--- config.mk ---
export PLATFORM = sky130hd
export DESIGN_NAME = pyramid_level_writer
export DESIGN_NICKNAME = d
export VERILOG_FILES = /design/src/rtl/pyramid_pkg.sv /design/src/rtl/pyramid_level_writer_sync_fifo.sv /design/src/rtl/pyramid_level_writer.sv
export SDC_FILE = /design/constraint.sdc
export NUM_CORES = 1
export LEC_CHECK = 0
export CELL_PAD_IN_SITES_DETAIL_PLACEMENT = 1
export CELL_PAD_IN_SITES_GLOBAL_PLACEMENT = 1
export CORE_MARGIN = 4
export CORE_UTILIZATION = 31
export CTS_CLUSTER_DIAMETER = 40
export DETAILED_ROUTE_END_ITERATION = 12
export PLACE_DENSITY_LB_ADDON = 0.1
export SLEW_MARGIN = 15
export SYNTH_ARGS = -nofsm -noshare
export SYNTH_HDL_FRONTEND = slang
export SYNTH_HIERARCHICAL = 1
export SYNTH_SLANG_ARGS = --single-unit
--- constraint.sdc ---
create_clock -name clk -period 5.2 [get_ports clk]
set_input_delay 0.52 -clock clk [delete_from_list [all_inputs] [get_ports clk]]
set_output_delay 0.52 -clock clk [all_outputs]
set_load 0.02 [all_outputs]
--- src/rtl/pyramid_pkg.sv ---
// Shared types and defaults for the pyramid level writer.
// Word bundle carried from the packer through the output FIFO.
package pyramid_pkg;

  localparam int DEF_LUMA_BITS       = 8;
  localparam int DEF_PIXELS_PER_WORD = 4;
  localparam int DEF_ADDR_BITS       = 32;

  typedef struct packed {
    logic [DEF_ADDR_BITS-1:0]                     addr;
    logic [DEF_LUMA_BITS*DEF_PIXELS_PER_WORD-1:0] data;
    logic [DEF_PIXELS_PER_WORD-1:0]               be;
  } mem_word_t;

  function automatic int lane_bits(int n);
    return (n > 1) ? $clog2(n) : 1;
  endfunction

endpackage

--- src/rtl/pyramid_level_writer_sync_fifo.sv ---
// First-word-fall-through FIFO, sync active-low reset.
// Head entry reads as zero while empty.
module SyncFifo #(
  parameter int WIDTH = 8,
  parameter int DEPTH = 16
) (
  input  logic             clk,
  input  logic             rst_n,
  input  logic             wr_en,
  input  logic [WIDTH-1:0] wr_data,
  output logic             full,
  input  logic             rd_en,
  output logic [WIDTH-1:0] rd_data,
  output logic             empty
);

  localparam int AW = $clog2(DEPTH);
  localparam logic [AW:0] FULL_CNT = (AW+1)'(DEPTH);

  logic [WIDTH-1:0] mem_q [DEPTH];
  logic [AW-1:0] wr_ptr_q, wr_ptr_d;
  logic [AW-1:0] rd_ptr_q, rd_ptr_d;
  logic [AW:0]   cnt_q, cnt_d;
  logic          do_wr, do_rd;

  assign empty   = (cnt_q == '0);
  assign full    = (cnt_q == FULL_CNT);
  assign do_rd   = rd_en && !empty;
  assign do_wr   = wr_en && (!full || do_rd);
  assign rd_data = empty ? '0 : mem_q[rd_ptr_q];

  // Pointer and occupancy next-state.
  always_comb begin
    wr_ptr_d = wr_ptr_q;
    rd_ptr_d = rd_ptr_q;
    cnt_d    = cnt_q;
    if (do_wr) wr_ptr_d = wr_ptr_q + AW'(1);
    if (do_rd) rd_ptr_d = rd_ptr_q + AW'(1);
    case ({do_wr, do_rd})
      2'b10:   cnt_d = cnt_q + (AW+1)'(1);
      2'b01:   cnt_d = cnt_q - (AW+1)'(1);
      default: cnt_d = cnt_q;
    endcase
  end

  // Control state update.
  always_ff @(posedge clk) begin
    if (!rst_n) begin
      wr_ptr_q <= '0;
      rd_ptr_q <= '0;
      cnt_q    <= '0;
    end else begin
      wr_ptr_q <= wr_ptr_d;
      rd_ptr_q <= rd_ptr_d;
      cnt_q    <= cnt_d;
    end
  end

  // Storage write; contents are don't-care while unoccupied.
  always_ff @(posedge clk) begin
    if (do_wr) mem_q[wr_ptr_q] <= wr_data;
  end

endmodule

--- src/rtl/pyramid_level_writer.sv ---
// Packs decimated pixels into memory words and queues them
// for write-out with row/base addressing.
module pyramid_level_writer
  import pyramid_pkg::*;
#(
  parameter int LUMA_BITS       = DEF_LUMA_BITS,
  parameter int PIXELS_PER_WORD = DEF_PIXELS_PER_WORD,
  parameter int COORD_BITS      = 12,
  parameter int ADDR_BITS       = DEF_ADDR_BITS,
  parameter int FIFO_DEPTH      = 16
) (
  input  logic                                 clk,
  input  logic                                 reset,
  input  logic [COORD_BITS-1:0]                r_width,
  input  logic [ADDR_BITS-1:0]                 r_base_addr,
  input  logic [ADDR_BITS-1:0]                 r_stride,
  input  logic [LUMA_BITS-1:0]                 in_pixel,
  input  logic                                 in_valid,
  input  logic [COORD_BITS-1:0]                in_x,
  input  logic [COORD_BITS-1:0]                in_y,
  output logic [ADDR_BITS-1:0]                 mem_addr,
  output logic [LUMA_BITS*PIXELS_PER_WORD-1:0] mem_data,
  output logic [PIXELS_PER_WORD-1:0]           mem_be,
  output logic                                 mem_valid,
  input  logic                                 mem_ready,
  output logic                                 overflow,
  output logic                                 sync_err
);

  localparam int LW = lane_bits(PIXELS_PER_WORD);
  localparam int DW = LUMA_BITS * PIXELS_PER_WORD;
  localparam logic [COORD_BITS-1:0] LANE_MASK =
    COORD_BITS'(PIXELS_PER_WORD - 1);

  logic [DW-1:0]              acc_q, acc_d, acc_new;
  logic [PIXELS_PER_WORD-1:0] fill_q, fill_d, fill_new;
  logic [ADDR_BITS-1:0]       row_addr_q, row_addr_d, row_sel;
  logic [COORD_BITS-1:0]      exp_x_q, exp_x_d;
  logic                       overflow_q, overflow_d;
  logic                       sync_err_q, sync_err_d;
  logic [LW-1:0]              lane;
  logic                       last, push, push_ok;
  logic                       fifo_full, fifo_empty;
  mem_word_t                  push_word, pop_word;

  assign lane    = in_x[LW-1:0];
  assign last    = (in_x == r_width - COORD_BITS'(1));
  assign push_ok = !fifo_full || (mem_valid && mem_ready);

  // Contiguity check, lane packing, row addressing and push.
  always_comb begin
    acc_d      = acc_q;
    fill_d     = fill_q;
    row_addr_d = row_addr_q;
    exp_x_d    = exp_x_q;
    overflow_d = overflow_q;
    sync_err_d = sync_err_q;
    acc_new    = '0;
    fill_new   = '0;
    row_sel    = row_addr_q;
    push       = 1'b0;
    push_word  = '0;
    if (in_valid) begin
      if (in_x == '0) begin
        row_sel = (in_y == '0) ? r_base_addr
                               : row_addr_q + r_stride;
      end
      row_addr_d = row_sel;
      if (in_x != '0 && in_x != exp_x_q) begin
        sync_err_d = 1'b1;
        acc_d      = '0;
        fill_d     = '0;
        exp_x_d    = (in_x + COORD_BITS'(PIXELS_PER_WORD)) & ~LANE_MASK;
      end else begin
        acc_new  = (in_x == '0) ? '0 : acc_q;
        fill_new = (in_x == '0) ? '0 : fill_q;
        for (int i = 0; i < PIXELS_PER_WORD; i++) begin
          if (int'(lane) == i) begin
            acc_new[i*LUMA_BITS +: LUMA_BITS] = in_pixel;
            fill_new[i] = 1'b1;
          end
        end
        exp_x_d = last ? '0 : in_x + COORD_BITS'(1);
        if (int'(lane) == PIXELS_PER_WORD - 1 || last) begin
          push           = 1'b1;
          push_word.addr = row_sel + ADDR_BITS'(in_x >> LW);
          push_word.data = acc_new;
          push_word.be   = fill_new;
          acc_d          = '0;
          fill_d         = '0;
          if (!push_ok) overflow_d = 1'b1;
        end else begin
          acc_d  = acc_new;
          fill_d = fill_new;
        end
      end
    end
  end

  // Packer state and sticky flags.
  always_ff @(posedge clk) begin
    if (!reset) begin
      acc_q      <= '0;
      fill_q     <= '0;
      row_addr_q <= '0;
      exp_x_q    <= '0;
      overflow_q <= 1'b0;
      sync_err_q <= 1'b0;
    end else begin
      acc_q      <= acc_d;
      fill_q     <= fill_d;
      row_addr_q <= row_addr_d;
      exp_x_q    <= exp_x_d;
      overflow_q <= overflow_d;
      sync_err_q <= sync_err_d;
    end
  end

  SyncFifo #(
    .WIDTH ($bits(mem_word_t)),
    .DEPTH (FIFO_DEPTH)
  ) u_fifo (
    .clk     (clk),
    .rst_n   (reset),
    .wr_en   (push && push_ok),
    .wr_data (push_word),
    .full    (fifo_full),
    .rd_en   (mem_ready),
    .rd_data (pop_word),
    .empty   (fifo_empty)
  );

  assign mem_valid = !fifo_empty;
  assign mem_addr  = pop_word.addr;
  assign mem_data  = pop_word.data;
  assign mem_be    = pop_word.be;
  assign overflow  = overflow_q;
  assign sync_err  = sync_err_q;

endmodule
==> results_dict.tcl <==
set metrics [dict create \
    antenna_found_initial 8 \
    drtIter0Drc 2270 \
    grt-ovfl-total 0 \
    boundaryPins 183 \
    pwr-share-comb 0.022 \
    port_buffers 182 \
    timing.rr.end "u_fifo/mem_q[10][67]$_DFFE_PP_" \
    p_int_mw 17.3 \
    clockPowerShare 0.509 \
    cts_tree "yes" \
    highest_layer "met4" \
    critical_path_class "reg -> out" \
    h-tree-depth 4 \
    synth_top_area_cell "edfxtp_1" \
    coreArea_um2 163000 \
    setup-violations-final 0 \
    synth_nets 3171 \
    synth_compound_area_frac 0.0619 \
    cp.arrival_ns 4.41 \
    min_path_cells 3 \
    max_freq_ghz 0.203 \
    r2r_start "row_addr_q[0]$_SDFFE_PN0P_" \
    cts.clk_slew.worst_paths_ns 0.06 \
    grt_use_total 0.180 \
    period_minus_slack_ns 4.93 \
    root_buffer "clkbuf_16" \
    wl_met3_um 6660 \
    synth_top_family_by_area "multiplexers" \
    max_slew.worst_pin.slew_ns 1.12 \
    drv_slew 0 \
    power.share.switching 0.211 \
    fp.dieH_um 412 \
    drtPass1Iterations 6 \
    synth_ff_type "edfxtp_1" \
    hold_buffers 0 \
    cp.required_ns 4.68 \
    relSlewSlack 0.256 \
    detail-route-antenna-nets 0 \
    cp_slowest_cell "dfxtp_4" \
    p_leak_nw 21.5 \
    p_sw_mw 4.63 \
    fp.dieW_um 412 \
    synthAdderAreaFrac 0.0153 \
    synth_area_um2 50600 \
    hold_path_end "acc_q[7]$_SDFFE_PN0P_" \
    reg2regPathDepth 22 \
    clk_path_buf_depth 3 \
    dr_wl_met2_um 71800 \
    hp-class "in -> reg" \
    hold_viol_final 0 \
    clkLatencyLatePin_ns 0.79 \
    wl_per_cell_um 26.8 \
    power_density_nw_per_um2 351 \
    outcome "finished, final reports clean" \
    dpl.hpwl_um 92000 \
    synth_warnings 6 \
    clock-sinks 1187 \
    synth_edf_count 1088 \
    nFillCells 16300 \
    synthCells 2999 \
    vias 29400 \
    path_cells "buf_4 -> mux4_2 -> nor2b_1 -> a211oi_1 -> a211oi_1 -> buf_4 -> clkdlybuf4s50_1" \
    rrSetupSlack_ns 0.30 \
    grt_first_pass_wirelength_um 223000 \
    core.rowCount 148 \
    drcViolationCount 0 \
    synth.distinct_cells 88 \
    cp_max_fo 45 \
    start_util 0.311 \
    endpoint_kind "primary output" \
    netlist.area_leader.share 0.645 \
    synthToLayoutAreaGrowth_pct 23.4 \
    cp-start-kind "flip-flop" \
    maxCapViolCount 0 \
    min_from "reset" \
    wl_met1_um 71700 \
    grt_pass1_vias 32000 \
    synthMuxAreaShare 0.143 \
    ys_ff_latch 1187 \
    synth_xor_xnor_area_share 0.0150 \
    routabilityCongestion 0.819 \
    cts_buffers 165 \
    yosys-top-cells-area "edfxtp_1 (65%), mux4_2 (12%), dfxtp_1 (3.9%), mux2i_1 (2.2%), a211oi_1 (2.2%)" \
    routed_wl_um 153000 \
    drive_above_1_share 0.240 \
    setup-tns-final_ns 0 \
    post-route-util 0.384 \
    fin_crit_sh 0.948 \
    seqPwrFrac 0.469 \
    skew_ns 0.0237 \
    synth-simple-area-share 0.0600 \
    ir_drop_mv 0.265 \
    async_flop_share 0 \
    cpPeakStageDelay_ns 1.08 \
    ys_seq_area_frac 0.684 \
    syn_avg_cell_area_um2 16.9 \
    layout.nets 3574 \
    grt_max_degree 66 \
    die_area_um2 170000 \
    routed_via_density 5.15 \
]
cells in the final DEF (no fill, tap or decap), drive strengths merged, types with 57 or more instances in the layout:
cell type,instances
a211oi,146
dfxtp,99
nor2,194
mux2i,111
edfxtp,1088
clkbuf,190
xnor2,60
clkdlybuf4s50,180
nand2,122
a21oi,115
buf,237
o21ai,80
ha,57
nor2b,78
mux4,272
metrics by stage:
| stage | hold WS, ns | total power, mW | setup slack, ns | area (um2) | std cells |
|---|---|---|---|---|---|
| floorplan | 0.427 | 10.7 | -0.0123 | 50700 | 2999 |
| global placement | 0.444 | 10.9 | -0.590 | 56800 | 5409 |
| detailed placement | 0.445 | 11.0 | -0.701 | 56800 | 5409 |
| CTS | 0.262 | 22.2 | 0.000655 | 62300 | 5712 |
| global route | 0.353 | 22.7 | -0.0209 | 62500 | 5713 |
| finish | 0.361 | 21.9 | 0.272 | 62500 | 5715 |
sequential cells by signal (all words and copies together), names as in the netlist, named ones only:
name             flops
sync_err             1
row_addr_q          32
u_fifo/mem_q      1088
acc_q               32
u_fifo/wr_ptr_q      4
overflow             1
fill_q               4
exp_x_q             12
u_fifo/cnt_q         5
u_fifo/rd_ptr_q      4
kinds of logic (layout without fill, tap and decap cells):
group | Yosys count | after routing
flip-flops | 1187 | 1187
AND/OR/NAND/NOR | 604 | 604
AO/OA/AOI/OAI | 468 | 468
multiplexers | 384 | 384
buffers and inverters | 209 | 748
XOR/XNOR | 87 | 87
adder cells (fa/ha/maj) | 60 | 60
other | 0 | 2
layout make-up:
cell class              count  area [um2]  area share
flip-flops and latches   1187       34700       0.555
inverters                  28         105     0.00168
diodes                      2        5.00   0.0000801
multi-input cells        1603       15200       0.243
clock buffers             190        4370      0.0699
clock inverters           113        1160      0.0186
repair buffers            417        4250      0.0681
well taps                2175        2720      0.0436
power groups by stage:
stage	clock (mW)	combinational [mW]	sequential, mW
final	11.2	0.475	10.3
after CTS	11.5	0.475	10.3
after global routing	11.9	0.518	10.3
after detailed placement	0	0.474	10.5
after global placement	0	0.468	10.5
after floorplan	0	0.229	10.5
layer usage:
metal / vias to the layer above / track usage
met2: 662 / 0.288
met5: - / 0
met1: 15700 / 0.257
li1: 12900 / -
met4: 0 / 0.0444
met3: 205 / 0.0308
Yosys cell counts (all sizes together) (78+ instances only):
library cell / instances
nor2: 194
mux4: 272
a21oi: 115
o21ai: 80
edfxtp: 1088
dfxtp: 99
a211oi: 146
nand2: 122
buf: 83
clkbuf: 98
mux2i: 111
nor2b: 78
critical path: cells and delay by family, from the launching register on:
family,cells,cell delay [ns]
mux,1,0.30
compound gates,2,0.63
flops,1,1.08
simple gates,1,0.17
buf+inv,3,1.37
worst max path at each step:
stage,slack [ns],to,from
after floorplan,-0.01,u_fifo/mem_q[0][56]$_DFFE_PP_,in_x[0]
after global placement,-0.59,u_fifo/mem_q[4][65]$_DFFE_PP_,r_stride[0]
after detailed placement,-0.70,u_fifo/mem_q[3][65]$_DFFE_PP_,r_stride[0]
after CTS,0.0007,mem_data[19],flip-flop
after global routing,-0.02,u_fifo/mem_q[0][67]$_DFFE_PP_,row_addr_q[1]$_SDFFE_PN0P_
final,0.27,mem_addr[5],flip-flop
what timing repair did:
action | 4_1_cts | 5_1_grt
buffers inserted | 0 | 1
pin swaps | 0 | 2
gates resized for setup | 1 | 23
endpoints found under the setup margin | 16 | 240
(Power assumes the default switching activity.)
